**config.mk**
```make
export PLATFORM = sky130hd
export DESIGN_NAME = macc_seq
export DESIGN_NICKNAME = d
export VERILOG_FILES = /design/src/rtl/macc_seq.sv
export SDC_FILE = /design/constraint.sdc
export NUM_CORES = 1
export LEC_CHECK = 0
export CORE_ASPECT_RATIO = 1.2
export CORE_MARGIN = 2
export CORE_UTILIZATION = 40
export DETAILED_ROUTE_END_ITERATION = 8
export PLACE_DENSITY = 0.82
export RECOVER_POWER = 100
export SYNTH_ARGS = -nofsm -noshare
export SYNTH_HDL_FRONTEND = slang
export SYNTH_SLANG_ARGS = --single-unit
```
**constraint.sdc**
```tcl
create_clock -name Clk -period 1.58 [get_ports Clk]
set_input_delay 0.237 -clock Clk [delete_from_list [all_inputs] [get_ports Clk]]
set_output_delay 0.237 -clock Clk [all_outputs]
set_load 0.02 [all_outputs]
```
**src/rtl/macc_seq.sv**
```systemverilog
// macc_seq -- dot-product sequencer for an external multiply-accumulate block.
//
// Streams unsigned 8-bit operand pairs into a MACC (dataa/datab/clken/sload),
// waits for the MACC pipeline to flush, then presents the 16-bit accumulated
// sum on a valid/ready result port.
//
// Ports
//   Clk, aclr_n            clock, asynchronous active-low reset
//   start, len             begin a dot product of len element pairs (IDLE only)
//   in_valid/in_ready      operand beat handshake, operands in_a / in_b
//   m_dataa, m_datab       registered operands to the MACC
//   m_clken, m_sload       MACC clock enable / load-instead-of-accumulate
//   m_aclr                 MACC clear, the combinational inverse of aclr_n
//   m_result               MACC adder_out
//   res_valid/res_ready    result handshake, sum on res_data
//   busy                   high whenever the sequencer is not IDLE
module macc_seq #(
  parameter int MACC_LAT = 2,
  parameter int LEN_W    = 8
) (
  input  logic             Clk,
  input  logic             aclr_n,
  input  logic             start,
  input  logic [LEN_W-1:0] len,
  input  logic             in_valid,
  input  logic [7:0]       in_a,
  input  logic [7:0]       in_b,
  output logic             in_ready,
  output logic [7:0]       m_dataa,
  output logic [7:0]       m_datab,
  output logic             m_clken,
  output logic             m_sload,
  output logic             m_aclr,
  input  logic [15:0]      m_result,
  output logic             res_valid,
  output logic [15:0]      res_data,
  input  logic             res_ready,
  output logic             busy
);

  typedef enum logic [1:0] {IDLE, ACC, DRAIN, DONE} state_t;

  // Drain counter must reach MACC_LAT+1.
  localparam int DRN_W = $clog2(MACC_LAT + 2);
  localparam logic [DRN_W-1:0] DRN_LAST = DRN_W'(MACC_LAT + 1);

  state_t           state_q, state_d;
  logic [LEN_W-1:0] cnt_q, cnt_d;
  logic             first_q, first_d;
  logic [DRN_W-1:0] dcnt_q, dcnt_d;
  logic [7:0]       dataa_q, dataa_d;
  logic [7:0]       datab_q, datab_d;
  logic             clken_q, clken_d;
  logic             sload_q, sload_d;
  logic             res_valid_q, res_valid_d;
  logic [15:0]      res_data_q, res_data_d;
  logic             in_ready_q, in_ready_d;
  logic             busy_q, busy_d;
  logic             accept;

  // in_ready_q is high exactly in ACC, so this is the beat handshake.
  assign accept = in_valid && in_ready_q;

  always_comb begin
    state_d     = state_q;
    cnt_d       = cnt_q;
    first_d     = first_q;
    dcnt_d      = dcnt_q;
    dataa_d     = dataa_q;
    datab_d     = datab_q;
    // Enable/sload are single-cycle strobes; any cycle without a beat freezes the MACC.
    clken_d     = 1'b0;
    sload_d     = 1'b0;
    res_valid_d = res_valid_q;
    res_data_d  = res_data_q;

    case (state_q)
      IDLE: begin
        if (start) begin
          if (len != '0) begin
            state_d = ACC;
            cnt_d   = len;
            first_d = 1'b1;
          end else begin
            // Empty vector: answer zero without touching the MACC.
            state_d     = DONE;
            res_data_d  = 16'd0;
            res_valid_d = 1'b1;
          end
        end
      end
      ACC: begin
        if (accept) begin
          dataa_d = in_a;
          datab_d = in_b;
          clken_d = 1'b1;
          // Loading the first product clears the previous vector's sum.
          sload_d = first_q;
          first_d = 1'b0;
          cnt_d   = cnt_q - LEN_W'(1);
          if (cnt_q == LEN_W'(1)) begin
            state_d = DRAIN;
            dcnt_d  = '0;
          end
        end
      end
      DRAIN: begin
        // One edge for the operand register plus MACC_LAT edges of MACC pipeline.
        if (dcnt_q == DRN_LAST) begin
          res_data_d  = m_result;
          res_valid_d = 1'b1;
          state_d     = DONE;
        end else begin
          dcnt_d = dcnt_q + DRN_W'(1);
        end
      end
      DONE: begin
        if (res_ready) begin
          res_valid_d = 1'b0;
          state_d     = IDLE;
        end
      end
      default: state_d = IDLE;
    endcase

    in_ready_d = (state_d == ACC);
    busy_d     = (state_d != IDLE);
  end

  always_ff @(posedge Clk or negedge aclr_n) begin
    if (!aclr_n) begin
      state_q     <= IDLE;
      cnt_q       <= '0;
      first_q     <= 1'b0;
      dcnt_q      <= '0;
      dataa_q     <= 8'd0;
      datab_q     <= 8'd0;
      clken_q     <= 1'b0;
      sload_q     <= 1'b0;
      res_valid_q <= 1'b0;
      res_data_q  <= 16'd0;
      in_ready_q  <= 1'b0;
      busy_q      <= 1'b0;
    end else begin
      state_q     <= state_d;
      cnt_q       <= cnt_d;
      first_q     <= first_d;
      dcnt_q      <= dcnt_d;
      dataa_q     <= dataa_d;
      datab_q     <= datab_d;
      clken_q     <= clken_d;
      sload_q     <= sload_d;
      res_valid_q <= res_valid_d;
      res_data_q  <= res_data_d;
      in_ready_q  <= in_ready_d;
      busy_q      <= busy_d;
    end
  end

  assign in_ready  = in_ready_q;
  assign m_dataa   = dataa_q;
  assign m_datab   = datab_q;
  assign m_clken   = clken_q;
  assign m_sload   = sload_q;
  // The MACC clears together with the controller.
  assign m_aclr    = ~aclr_n;
  assign res_valid = res_valid_q;
  assign res_data  = res_data_q;
  assign busy      = busy_q;

endmodule

```
## Word-level counts from Yosys, hierarchy flattened

Index checks and enable logic that the tools add are counted.

| operators by class | value |
|---|---|
| equality and inequality tests | 14 |
| $add $sub $neg | 2 |
| reductions and logical operators | 13 |
| multiplexer cells | 32 |
| bitwise operators | 1 |

Operator list:

| cell | count |
|---|---|
| $mux W16 | 3 |
| $pmux W16 S2 | 1 |
| $mux W8 | 3 |
| $mux W2 | 9 |
| $ne A2 B2 Y1 const B | 8 |
| $pmux W8 S2 | 1 |
| $reduce_and A4 Y1 | 3 |
| $mux W1 | 11 |
| $eq A8 B1 Y1 const B | 1 |
| $pmux W2 S4 | 1 |
| $reduce_bool A2 Y1 | 4 |
| $reduce_bool A8 Y1 | 1 |
| $sub A8 B1 Y8 const B | 1 |
| $eq A2 B2 Y1 const B | 3 |
| $reduce_and A5 Y1 | 1 |
| $eq A2 B1 Y1 const B | 2 |
| $pmux W2 S2 | 1 |
| $pmux W1 S3 | 1 |
| $reduce_bool A3 Y1 | 1 |
| $add A2 B1 Y2 const B | 1 |
| $logic_not A2 Y1 | 1 |
| $pmux W1 S2 | 1 |
| $reduce_and A2 Y1 | 1 |
| $logic_and A1 B1 Y1 | 1 |
| $not A1 Y1 | 1 |

| storage, ports and cells | value |
|---|---|
| output and inout port bits | 38 |
| logic and storage cells | 74 |
| flip-flop bits (word level) | 50 |
| input port bits | 45 |

## Logic depth before layout (Yosys ltp)

Gate-level depths: netlist of run 1.

| depth | value |
|---|---|
| depth in word-level cells | 5 |
| mapped depth | 7 |
| depth with buffers taken out | 6 |

## Worst setup path before layout of run 1

Ideal clock, no wire load.

| timing | value |
|---|---|
| path type | reg-to-reg |
| start | register dcnt_q[0] |
| end | register res_data_q[15] (netlist: res_data[15]) |
| stages on the path, launching flop included | 6 |
| setup slack | 0.086 ns |
| buffers on the path | 1 |
| arrival time | 1.428 ns |
| data required time | 1.514 ns |
| setup time | 0.066 ns |
| period minus slack after synthesis | 1.494 ns |
| cells stage by stage | dfrtp_1 > ha_1 > nand2_1 > nor2_1 > clkbuf_1 > a22o_1 |

| between the ends | value |
|---|---|
| word-level cells in the longest chain between the ends | 3 |

Ends and longest elaborated chain:

| element | RTL line | source |
|---|---|---|
| start: declaration | 50 | `logic [DRN_W-1:0] dcnt_q, dcnt_d;` |
| start signal: assignment | 148 | `dcnt_q <= dcnt_d;` |
| $eq A2 B2 Y1 | 109 | `if (dcnt_q == DRN_LAST) begin` |
| $ne A2 B2 Y1 (no source line) | - |  |
| $reduce_and A4 Y1 (no source line) | - |  |
| end signal: assignment | 154 | `res_data_q <= res_data_d;` |
| end: declaration | 56 | `logic [15:0] res_data_q, res_data_d;` |

No other way between the ends.
A chain may end at the register's enable or synchronous reset.

## Final worst setup path of run 1

| timing | value |
|---|---|
| start | register state_q[1] |
| end | register cnt_q[4] |

| between the ends | value |
|---|---|
| word-level cells in the longest chain between the ends | 3 |
| elaborated cells on any way between the ends | 8 |
| those cells by class | eq/ne (4); mux (1); reduce/logical (3) |

Ends and longest elaborated chain:

| element | RTL line | source |
|---|---|---|
| start: declaration | 47 | `state_t state_q, state_d;` |
| start signal: assignment | 145 | `state_q <= state_d;` |
| $eq A2 B1 Y1 / $logic_not A2 Y1 (equally long branches) | 77 | `case (state_q)` |
| $ne A2 B2 Y1 (no source line) / $reduce_bool A2 Y1 (equally long branches) | - |  |
| $reduce_and A4 Y1 (no source line) | - |  |
| end signal: assignment | 146 | `cnt_q <= cnt_d;` |
| end: declaration | 48 | `logic [LEN_W-1:0] cnt_q, cnt_d;` |

Several ways; a longest one is shown, not always the timed one.

==> results of run 1 <==
-- metrics by stage --
step	total power [mW]	cells	setup slack, ns	utilization, %	instance area (um2)
CTS	6.441	381	0.01283	63.17	3369
global route	6.927	384	-0.03626	64.34	3432
finish	6.480	384	-0.0002571	64.34	3432
global placement	5.413	371	-0.3193	60.80	3243
detailed placement	5.521	371	-0.3757	60.80	3243
floorplan	3.947	213	0.08560	-	2222
-- kinds of logic after synthesis --
group / count (synthesis)
buffers and inverters: 16
DFF: 50
muxes: 1
and+or+nand+nor: 89
AOI/OAI and AO/OA: 54
adders and majority gates: 3
-- per-layer routing --
layer	vias to the layer above	global-route usage [%]	part of all wire, %
met3	7	3.290	5.3
met2	66	30.89	51
met4	0	6.003	1.1
li1	964	-	-
met1	967	23.51	42
met5	-	0	0
-- layout by cell type (no fill, tap or decap), types with 2 or more instances in the layout --
| cell | instances |
|---|---|
| clkdlybuf4s50_1 | 77 |
| nand2_1 | 55 |
| dfrtp_1 | 49 |
| buf_4 | 25 |
| a22o_1 | 16 |
| nor2_1 | 9 |
| a21oi_1 | 8 |
| inv_1 | 6 |
| o21ai_0 | 5 |
| clkbuf_8 | 5 |
| nor2b_1 | 3 |
| nor3_1 | 3 |
| nand2b_1 | 3 |
| o22ai_1 | 3 |
| ha_1 | 3 |
| o211ai_1 | 2 |
| and3_1 | 2 |
| nor2_2 | 2 |
| a31oi_4 | 2 |
| and2_1 | 2 |
| o21ai_1 | 2 |
| o2bb2ai_1 | 2 |
| clkbuf_1 | 2 |
| dlygate4sd3_1 | 2 |
| buf_6 | 2 |
-- how the worst max path moves through the flow --
stage,start,to,slack (ns),cells after the start
floorplan,dcnt_q[0],res_data[15],0.09,5
global placement,len[4],res_data[2],-0.32,5
detailed placement,len[4],res_data[13],-0.38,5
CTS,in_ready,in_ready,0.01,1
global route,state_q[1],cnt_q[4],-0.04,4
finish,state_q[1],cnt_q[4],-0.0003,4
-- area by class of cell --
class                      instances  area, um2
tap                               62      77.57
timing repair buffer             110       1027
inverter                           6      22.52
fill                             448       1902
clock buffer                       6      72.57
sequential                        50       1252
clock inverter                     2      37.54
multi-input combinational        148      942.2
-- power by group through the flow --
stage / logic [mW] / clock network [mW] / registers (mW)
after floorplan: 1.21 / 0 / 2.74
after CTS: 3.30 / 0.900 / 2.24
after detailed placement: 3.25 / 0 / 2.27
after global placement: 3.17 / 0 / 2.25
final: 3.35 / 0.869 / 2.26
after global routing: 3.64 / 0.947 / 2.34
-- sequential cells by signal (all words and copies together), names as in the netlist, 2 cells and up --
signal / flops
state_q: 2
dcnt_q: 2
cnt_q: 8
m_datab: 8
res_data: 16
m_dataa: 8
-- worst max-delay path: cells and delay by family (launching register included) --
family / cells / cell delay (ns)
compound gates: 3 / 0.64
flops: 1 / 0.44
simple gates: 1 / 0.44
-- repair_timing --
action                                  in CTS  in global routing
resized for setup                            1                 14
cloned                                       0                  1
pin swaps                                    1                  5
buffers inserted                             2                  2
endpoints found under the setup margin      17                 41
==> flow_metrics.py, run 1 <==
metrics = {
    "synthesis": {
        "yosys.area.top_type_share_pct": 56.31,
        "syn-num-nets": 261,
        "async_flop_share_pct": 100.0,
        "yosys_register_bits": 50,
        "synth_compound_area_share_pct": 19.65,
        "synth_flop_cell": "dfrtp_1",
        "syn_avg_cell_area_um2": 10.43,
        "ys.warnings.count": 0,
        "yosysMostFrequentCell": "nand2_1",
        "synth_xor_area_share_pct": 0,
        "synth_seq_area_share_pct": 56.31,
        "synth-edff-count": 0,
        "synth_top_cell_by_area": "dfrtp_1",
        "synthMuxAreaShare_pct": 0.4505,
        "synthAdderAreaFrac_pct": 1.689,
        "synthSimpleGateAreaFrac_pct": 18.52,
        "synth_top_family_by_area": "compound AO/OA/AOI/OAI gates",
        "synth.top_cells.by_count": "nand2_1 (55), dfrtp_1 (50), a22o_1 (16)",
        "syn-cell-area_um2": 2222,
        "synth.area.top_cells": "dfrtp_1 (56%), nand2_1 (9.3%), a22o_1 (6.3%)",
        "synthCells": 213,
        "yosysUniqueCellTypes": 45,
    },
    "worst_setup_path": {
        "cp-start-kind": "flop",
        "r2r_cells": 4,
        "r2r-end": "cnt_q[4]",
        "cp_max_fo": 6,
        "critPathRequiredTime_ns": 1.80,
        "path_cells": "or3b_4, a32oi_4, a21boi_2, a2bb2oi_2",
        "end_kind": "flop",
        "slowest_delay_ns": 0.44,
        "critPathSlowestCell": "dfrtp_1",
        "cp.arrival_ns": 1.80,
        "reg2reg_from": "state_q[1]",
        "r2r_setup_slack_ns": -0.0003,
        "worstSetupPathType": "flop to flop",
    },
    "pwr": {
        "p_switching_mw": 2.429,
        "pwr-share-comb_pct": 51.8,
        "clkPwrFrac_pct": 13.4,
        "vdd_drop_max_mv": 0.7883,
        "cellLeakagePower_nw": 1.571,
        "p_sw_share_pct": 37.49,
        "pwr-share-seq_pct": 34.8,
        "p_int_mw": 4.050,
        "powerDensity_nw_per_um2": 1888,
    },
    "detailed_routing": {
        "drt-pass1-iter-count": 4,
        "detail_route.wl_per_cell_um": 14.63,
        "route.detailed.drc": 0,
        "ant_nets": 0,
        "drtIter0Drc": 84,
        "vias": 2004,
        "vias_per_cell": 5.219,
        "wl_um": 5618,
    },
    "die": {
        "ios": 83,
        "die_h_um": 85.65,
        "core_area_um2": 5334,
        "dieArea_um2": 6170,
        "row_count": 29,
        "die_w_um": 72.04,
        "initial_core_util_pct": 41.66,
    },
    "cells_and_area": {
        "drive_above_1_share_pct": 15.84,
        "antenna_cells": 0,
        "fin_nets": 369,
        "area_delta_synth_final_pct": 54.45,
    },
    "timing": {
        "worst_pin_slew_ns": 1.207,
        "setup_viol": 1,
        "skew_ns": 0.007525,
        "finalHoldViolations": 0,
        "fin_ws_ns": -0.0002571,
        "max_freq_ghz": 0.6328,
        "slew-limit-headroom_pct": 19.55,
        "rsz0062_at_grt": "true",
        "fin_tns_setup_ns": -0.0002571,
        "layout_min_cycle_time_ns": 1.580,
        "fin_hold_ws_ns": 0.2806,
        "slew_violations": 0,
        "min_period_over_period_pct": 100.0,
    },
    "clock_network": {
        "cts_max_level": 2,
        "clk_latency_ns": 0.29,
        "cts_tree": "built",
        "path_clk_slew_ns": 0.09,
        "cts.sinks": 50,
        "clock_path_buffers": 2,
        "root_buffer": "clkbuf_8",
        "hold_buffers": 0,
        "numCtsBuffers": 5,
    },
    "global_route": {
        "grt_pass1_vias": 1909,
        "grt_overflow_total": 0,
        "grt_usage_pct": 18.22,
        "antenna_found_initial": 0,
        "grt_pass1_wl_um": 8921,
        "grt_max_degree": 51,
    },
    "place": {
        "hpwl_um": 4040,
        "port_buffers": 82,
        "gp_congestion": 0.8700,
    },
    "outcome": {
        "failed_checks": "setup timing",
        "status": "finished with violations",
    },
    "worst_hold_path": {
        "hold_class": "input pin to async pin",
    },
    "flow_run": {
        "maxCapViolations": 0,
    },
}
(Power assumes the default switching activity.)
==> inputs of run 2 (changes only) <==
- CORE_UTILIZATION: 40 -> 42
- PLACE_DENSITY: 0.82 -> 0.83
- clock period: 1.58 -> 2 ns (I/O delays scaled with it)
==> run 2 against run 1 <==
The run now ends clean. Count of clock-buffer cells in the layout fell by 1. Die area fell by 4.5%. Final cell count fell by 3.4%. Largest power group unchanged. Sequential power fell by 21%. Register-to-register slack improved by 0.33 ns. Sequential cell count did not move. Largest cell class unchanged. Combinational power fell by 32%. First-iteration DRC count rose by 23%. Core utilization fell by 1.8 points. Critical path type is now input pin to flop. Worst setup slack improved by 0.24 ns.
==> flow_metrics.py, run 2 (synthesis gave the netlist of run 1 again) <==
metrics = {
    "die": {
        "core_area_um2": 5189,
        "initial_core_util_pct": 42.83,
        "die_w_um": 70.40,
        "ios": 83,
        "dieArea_um2": 5891,
        "die_h_um": 83.68,
        "row_count": 29,
    },
    "flow_run": {
        "maxCapViolations": 0,
    },
    "detailed_routing": {
        "route.detailed.drc": 0,
        "detail_route.wl_per_cell_um": 14.23,
        "drtIter0Drc": 103,
        "drt-pass1-iter-count": 5,
        "vias": 1939,
        "vias_per_cell": 5.226,
        "ant_nets": 0,
        "wl_um": 5278,
    },
    "worst_setup_path": {
        "critPathRequiredTime_ns": 2.19,
        "cp-start-kind": "input pin",
        "end_kind": "flop",
        "cp.arrival_ns": 1.96,
        "worstSetupPathType": "input pin to flop",
        "slowest_delay_ns": 0.44,
        "critPathSlowestCell": "clkdlybuf4s50_1",
        "path_cells": "clkdlybuf4s50_1, nor4_1, and2_1, a31oi_4, a22o_1",
        "cp_max_fo": 17,
    },
    "timing": {
        "min_period_over_period_pct": 88.20,
        "fin_ws_ns": 0.2361,
        "setup_viol": 0,
        "worst_pin_slew_ns": 1.208,
        "slew-limit-headroom_pct": 19.46,
        "rsz0062_at_grt": "false",
        "layout_min_cycle_time_ns": 1.764,
        "fin_tns_setup_ns": 0,
        "finalHoldViolations": 0,
        "skew_ns": 0.007809,
        "slew_violations": 0,
        "max_freq_ghz": 0.5669,
    },
    "clock_network": {
        "cts_tree": "built",
        "cts.repair.resized": 0,
        "path_clk_slew_ns": 0.09,
        "clock_path_buffers": 2,
        "cts_max_level": 2,
        "hold_buffers": 0,
        "cts_setup_buffers": 0,
        "numCtsBuffers": 5,
        "clk_latency_ns": 0.30,
        "cts.sinks": 50,
        "root_buffer": "clkbuf_8",
    },
    "cells_and_area": {
        "fin_util_pct": 62.58,
        "antenna_cells": 0,
        "final_area_um2": 3247,
        "fin_nets": 356,
        "area_delta_synth_final_pct": 46.11,
        "final_cells": 371,
        "final_cell_mix": "nand2_1 (55), dfrtp_1 (50), clkdlybuf4s50_1 (43)",
        "largest_register_ffs": 16,
        "fill_cells": 456,
        "multiInputGateArea_um2": 889.6,
        "drive_above_1_share_pct": 9.061,
        "mostFrequentLayoutCell": "nand2_1",
        "regArea_um2": 1251,
    },
    "place": {
        "placed_cells": 363,
        "placed_area_um2": 3183,
        "hpwl_um": 4037,
        "port_buffers": 82,
        "gp_congestion": 0.9181,
        "place_ws_ns": -0.05124,
    },
    "pwr": {
        "cellLeakagePower_nw": 1.531,
        "powerDensity_nw_per_um2": 1426,
        "vdd_drop_max_mv": 0.6119,
    },
    "global_route": {
        "grt_overflow_total": 0,
        "grt_usage_pct": 19.24,
        "antenna_found_initial": 0,
        "grt_pass1_wl_um": 9059,
        "grt_pass1_vias": 1923,
        "grt_max_degree": 51,
    },
    "outcome": {
        "status": "completed",
    },
    "worst_hold_path": {
        "hold_class": "input pin to async pin",
    },
}
## run 2: worst max-delay path: cells and delay by family
kind / cells / cell delay (ns)
AND/OR/NAND/NOR: 2 / 0.72
AO/OA/AOI/OAI: 2 / 0.50
buffers and inverters: 1 / 0.44
## run 2: routing by layer
layer	wire length [um]	share of wire [%]	global-route usage, %
met4	55	1.0	5.594
met1	2367	45	25.93
met2	2634	50	31.30
met3	222	4.2	3.986
met5	0	0	0
## run 2: cell type report
type	count	area share (%)
sequential	50	38.54
tap	62	2.389
multi-input combinational	147	27.40
inverter	6	0.6936
clock inverter	3	0.6551
clock buffer	5	2.119
timing repair buffer	98	28.21
## run 2: per-stage QoR
step           hold slack [ns]  power, mW
2_1_floorplan         0.004409      3.118
3_3_place_gp            0.4550      4.161
3_5_place_dp            0.4596      4.245
4_1_cts                 0.1217      4.846
5_1_grt                 0.4265      4.988
6_report                0.3309      4.629
## run 2: final timing paths
check / start / endpoint / slack [ns] / cells past startpoint
worst min register to register: m_datab[7] / m_datab[7] / 0.47 / 2
worst max-delay path: len[4] / res_data[11] / 0.24 / 5
max in group asynchronous: aclr_n / m_datab[0] / 0.93 / 2
worst max register to register: state_q[0] / res_valid / 0.33 / 4
min in group Clk: m_datab[7] / m_datab[7] / 0.47 / 2
worst min-delay path: aclr_n / res_data[5] / 0.33 / 2
## run 2: power by group
part           total [mW]  internal, mW  switching (mW)
Clock               0.578         0.246           0.332
Sequential           1.78          1.47           0.312
Combinational        2.27          1.07            1.20
==> inputs of run 3 (changes only) <==
- CORE_ASPECT_RATIO: 1.2 -> 0.8
==> run 3 against run 2 <==
Count of clock-buffer cells in the layout unchanged. Fmax down 3.0%. Sequential share of layout area up 0.074 points. Sequential cell count unchanged. Non-clock buffer count down 3. Clock power up 19%. Worst setup slack worse by 0.054 ns. First-iteration DRC count up 15%. Largest cell class unchanged. Largest power group unchanged.
==> flow_metrics.py, run 3 (synthesis gave the netlist of run 1 again) <==
metrics = {
    "pwr": {
        "p_switching_mw": 1.847,
        "powerDensity_nw_per_um2": 1463,
        "pwr-share-seq_pct": 37.5,
        "pwr-share-comb_pct": 48.0,
        "clkPwrFrac_pct": 14.5,
        "p_int_mw": 2.893,
        "total_power_mw": 4.741,
        "vdd_drop_max_mv": 0.8205,
        "p_sw_share_pct": 38.96,
        "cellLeakagePower_nw": 1.536,
    },
    "detailed_routing": {
        "ant_nets": 0,
        "detail_route.wl_per_cell_um": 14.93,
        "vias_per_cell": 5.305,
        "drtIter0Drc": 118,
        "wl_um": 5478,
        "route.detailed.drc": 0,
        "drt-pass1-iter-count": 4,
        "vias": 1947,
    },
    "cells_and_area": {
        "regArea_um2": 1251,
        "multiInputGateArea_um2": 874.6,
        "largest_register_ffs": 16,
        "drive_above_1_share_pct": 8.525,
        "fill_cells": 420,
        "mostFrequentLayoutCell": "nand2_1",
        "fin_nets": 353,
        "area_delta_synth_final_pct": 45.83,
        "fin_util_pct": 63.98,
        "final_cell_mix": "nand2_1 (55), dfrtp_1 (50), clkdlybuf4s50_1 (42)",
        "antenna_cells": 0,
    },
    "flow_run": {
        "maxCapViolations": 0,
    },
    "worst_setup_path": {
        "r2r-end": "cnt_q[4]",
        "end_kind": "flop",
        "cp_max_fo": 7,
        "critPathRequiredTime_ns": 2.23,
        "cp-start-kind": "flop",
        "endpoint": "cnt_q[4]",
        "r2r_setup_slack_ns": 0.18,
        "worstSetupStartpoint": "state_q[0]",
        "r2r_cells": 4,
        "cp.arrival_ns": 2.05,
        "reg2reg_from": "state_q[0]",
        "worstSetupPathType": "flop to flop",
    },
    "timing": {
        "min_period_over_period_pct": 90.89,
        "layout_min_cycle_time_ns": 1.818,
        "slew-limit-headroom_pct": 20.46,
        "slew_violations": 0,
        "finalHoldViolations": 0,
        "fin_tns_setup_ns": 0,
        "max_freq_ghz": 0.5501,
        "skew_ns": 0.006522,
        "setup_viol": 0,
        "rsz0062_at_grt": "false",
        "worst_pin_slew_ns": 1.193,
    },
    "die": {
        "core_area_um2": 5065,
        "die_h_um": 69.06,
        "die_w_um": 85.33,
        "initial_core_util_pct": 43.87,
        "row_count": 23,
        "dieArea_um2": 5893,
        "ios": 83,
    },
    "clock_network": {
        "cts.repair.resized": 0,
        "cts_tree": "built",
        "hold_buffers": 0,
        "cts_max_level": 2,
        "cts_setup_buffers": 0,
        "clock_path_buffers": 2,
        "numCtsBuffers": 5,
        "cts.sinks": 50,
        "path_clk_slew_ns": 0.09,
        "root_buffer": "clkbuf_8",
        "clk_latency_ns": 0.30,
    },
    "place": {
        "gp_congestion": 0.8805,
        "hpwl_um": 4031,
        "port_buffers": 82,
    },
    "global_route": {
        "grt_pass1_vias": 1843,
        "grt_pass1_wl_um": 8797,
        "grt_overflow_total": 0,
        "antenna_found_initial": 0,
        "grt_max_degree": 51,
        "grt_usage_pct": 18.49,
    },
    "outcome": {
        "status": "completed",
    },
    "worst_hold_path": {
        "hold_class": "input pin to async pin",
    },
}
run 3: power groups by stage:
| stage | combinational [mW] | clock (mW) | sequential [mW] |
|---|---|---|---|
| detailed placement | 2.43 | 0 | 1.81 |
| global placement | 2.34 | 0 | 1.80 |
| finish | 2.27 | 0.686 | 1.78 |
| CTS | 2.43 | 0.710 | 1.80 |
| global route | 2.46 | 0.762 | 1.84 |
| floorplan | 0.956 | 0 | 2.16 |
run 3: worst min-delay path by stage:
stage / from / end / slack (ns) / cells past startpoint
after floorplan: aclr_n / busy / 0.004 / 0
after global placement: aclr_n / res_data[9] / 0.46 / 2
after detailed placement: aclr_n / res_data[15] / 0.46 / 2
after CTS: aclr_n / res_data[15] / 0.13 / 2
after global routing: aclr_n / res_data[15] / 0.45 / 2
final: aclr_n / res_data[15] / 0.34 / 2
run 3: layer usage:
| metal | up-vias | track usage, % | part of all wire (%) |
|---|---|---|---|
| met1 | 933 | 27.21 | 46 |
| met3 | 5 | 3.952 | 7.1 |
| met4 | 0 | 4.233 | 0.62 |
| met5 | - | 0 | 0 |
| li1 | 929 | - | - |
| met2 | 80 | 28.13 | 46 |
run 3: per-stage QoR:
stage               hold slack, ns  area [um2]  std cells  worst slack (ns)
global placement            0.4583        3161        360           0.05159
finish                      0.3359        3241        367            0.1823
detailed placement          0.4625        3161        360          -0.03291
global route                0.4522        3241        367            0.1063
floorplan                 0.004409        2222        213            0.4736
CTS                         0.1298        3268        367            0.2940
run 3: critical path, stage by stage (launching register included):
cell and delay, ns:
dfrtp_1 0.45, or3b_1 0.43, a32oi_1 0.48, a21boi_2 0.26
a2bb2oi_2 0.13
run 3: layout make-up:
class | instances | area share [%]
multi-input combinational | 147 | 26.99
sequential | 50 | 38.61
inverter | 6 | 0.6950
clock buffer | 5 | 2.124
tap | 62 | 2.394
clock inverter | 2 | 1.197
timing repair buffer | 95 | 27.99
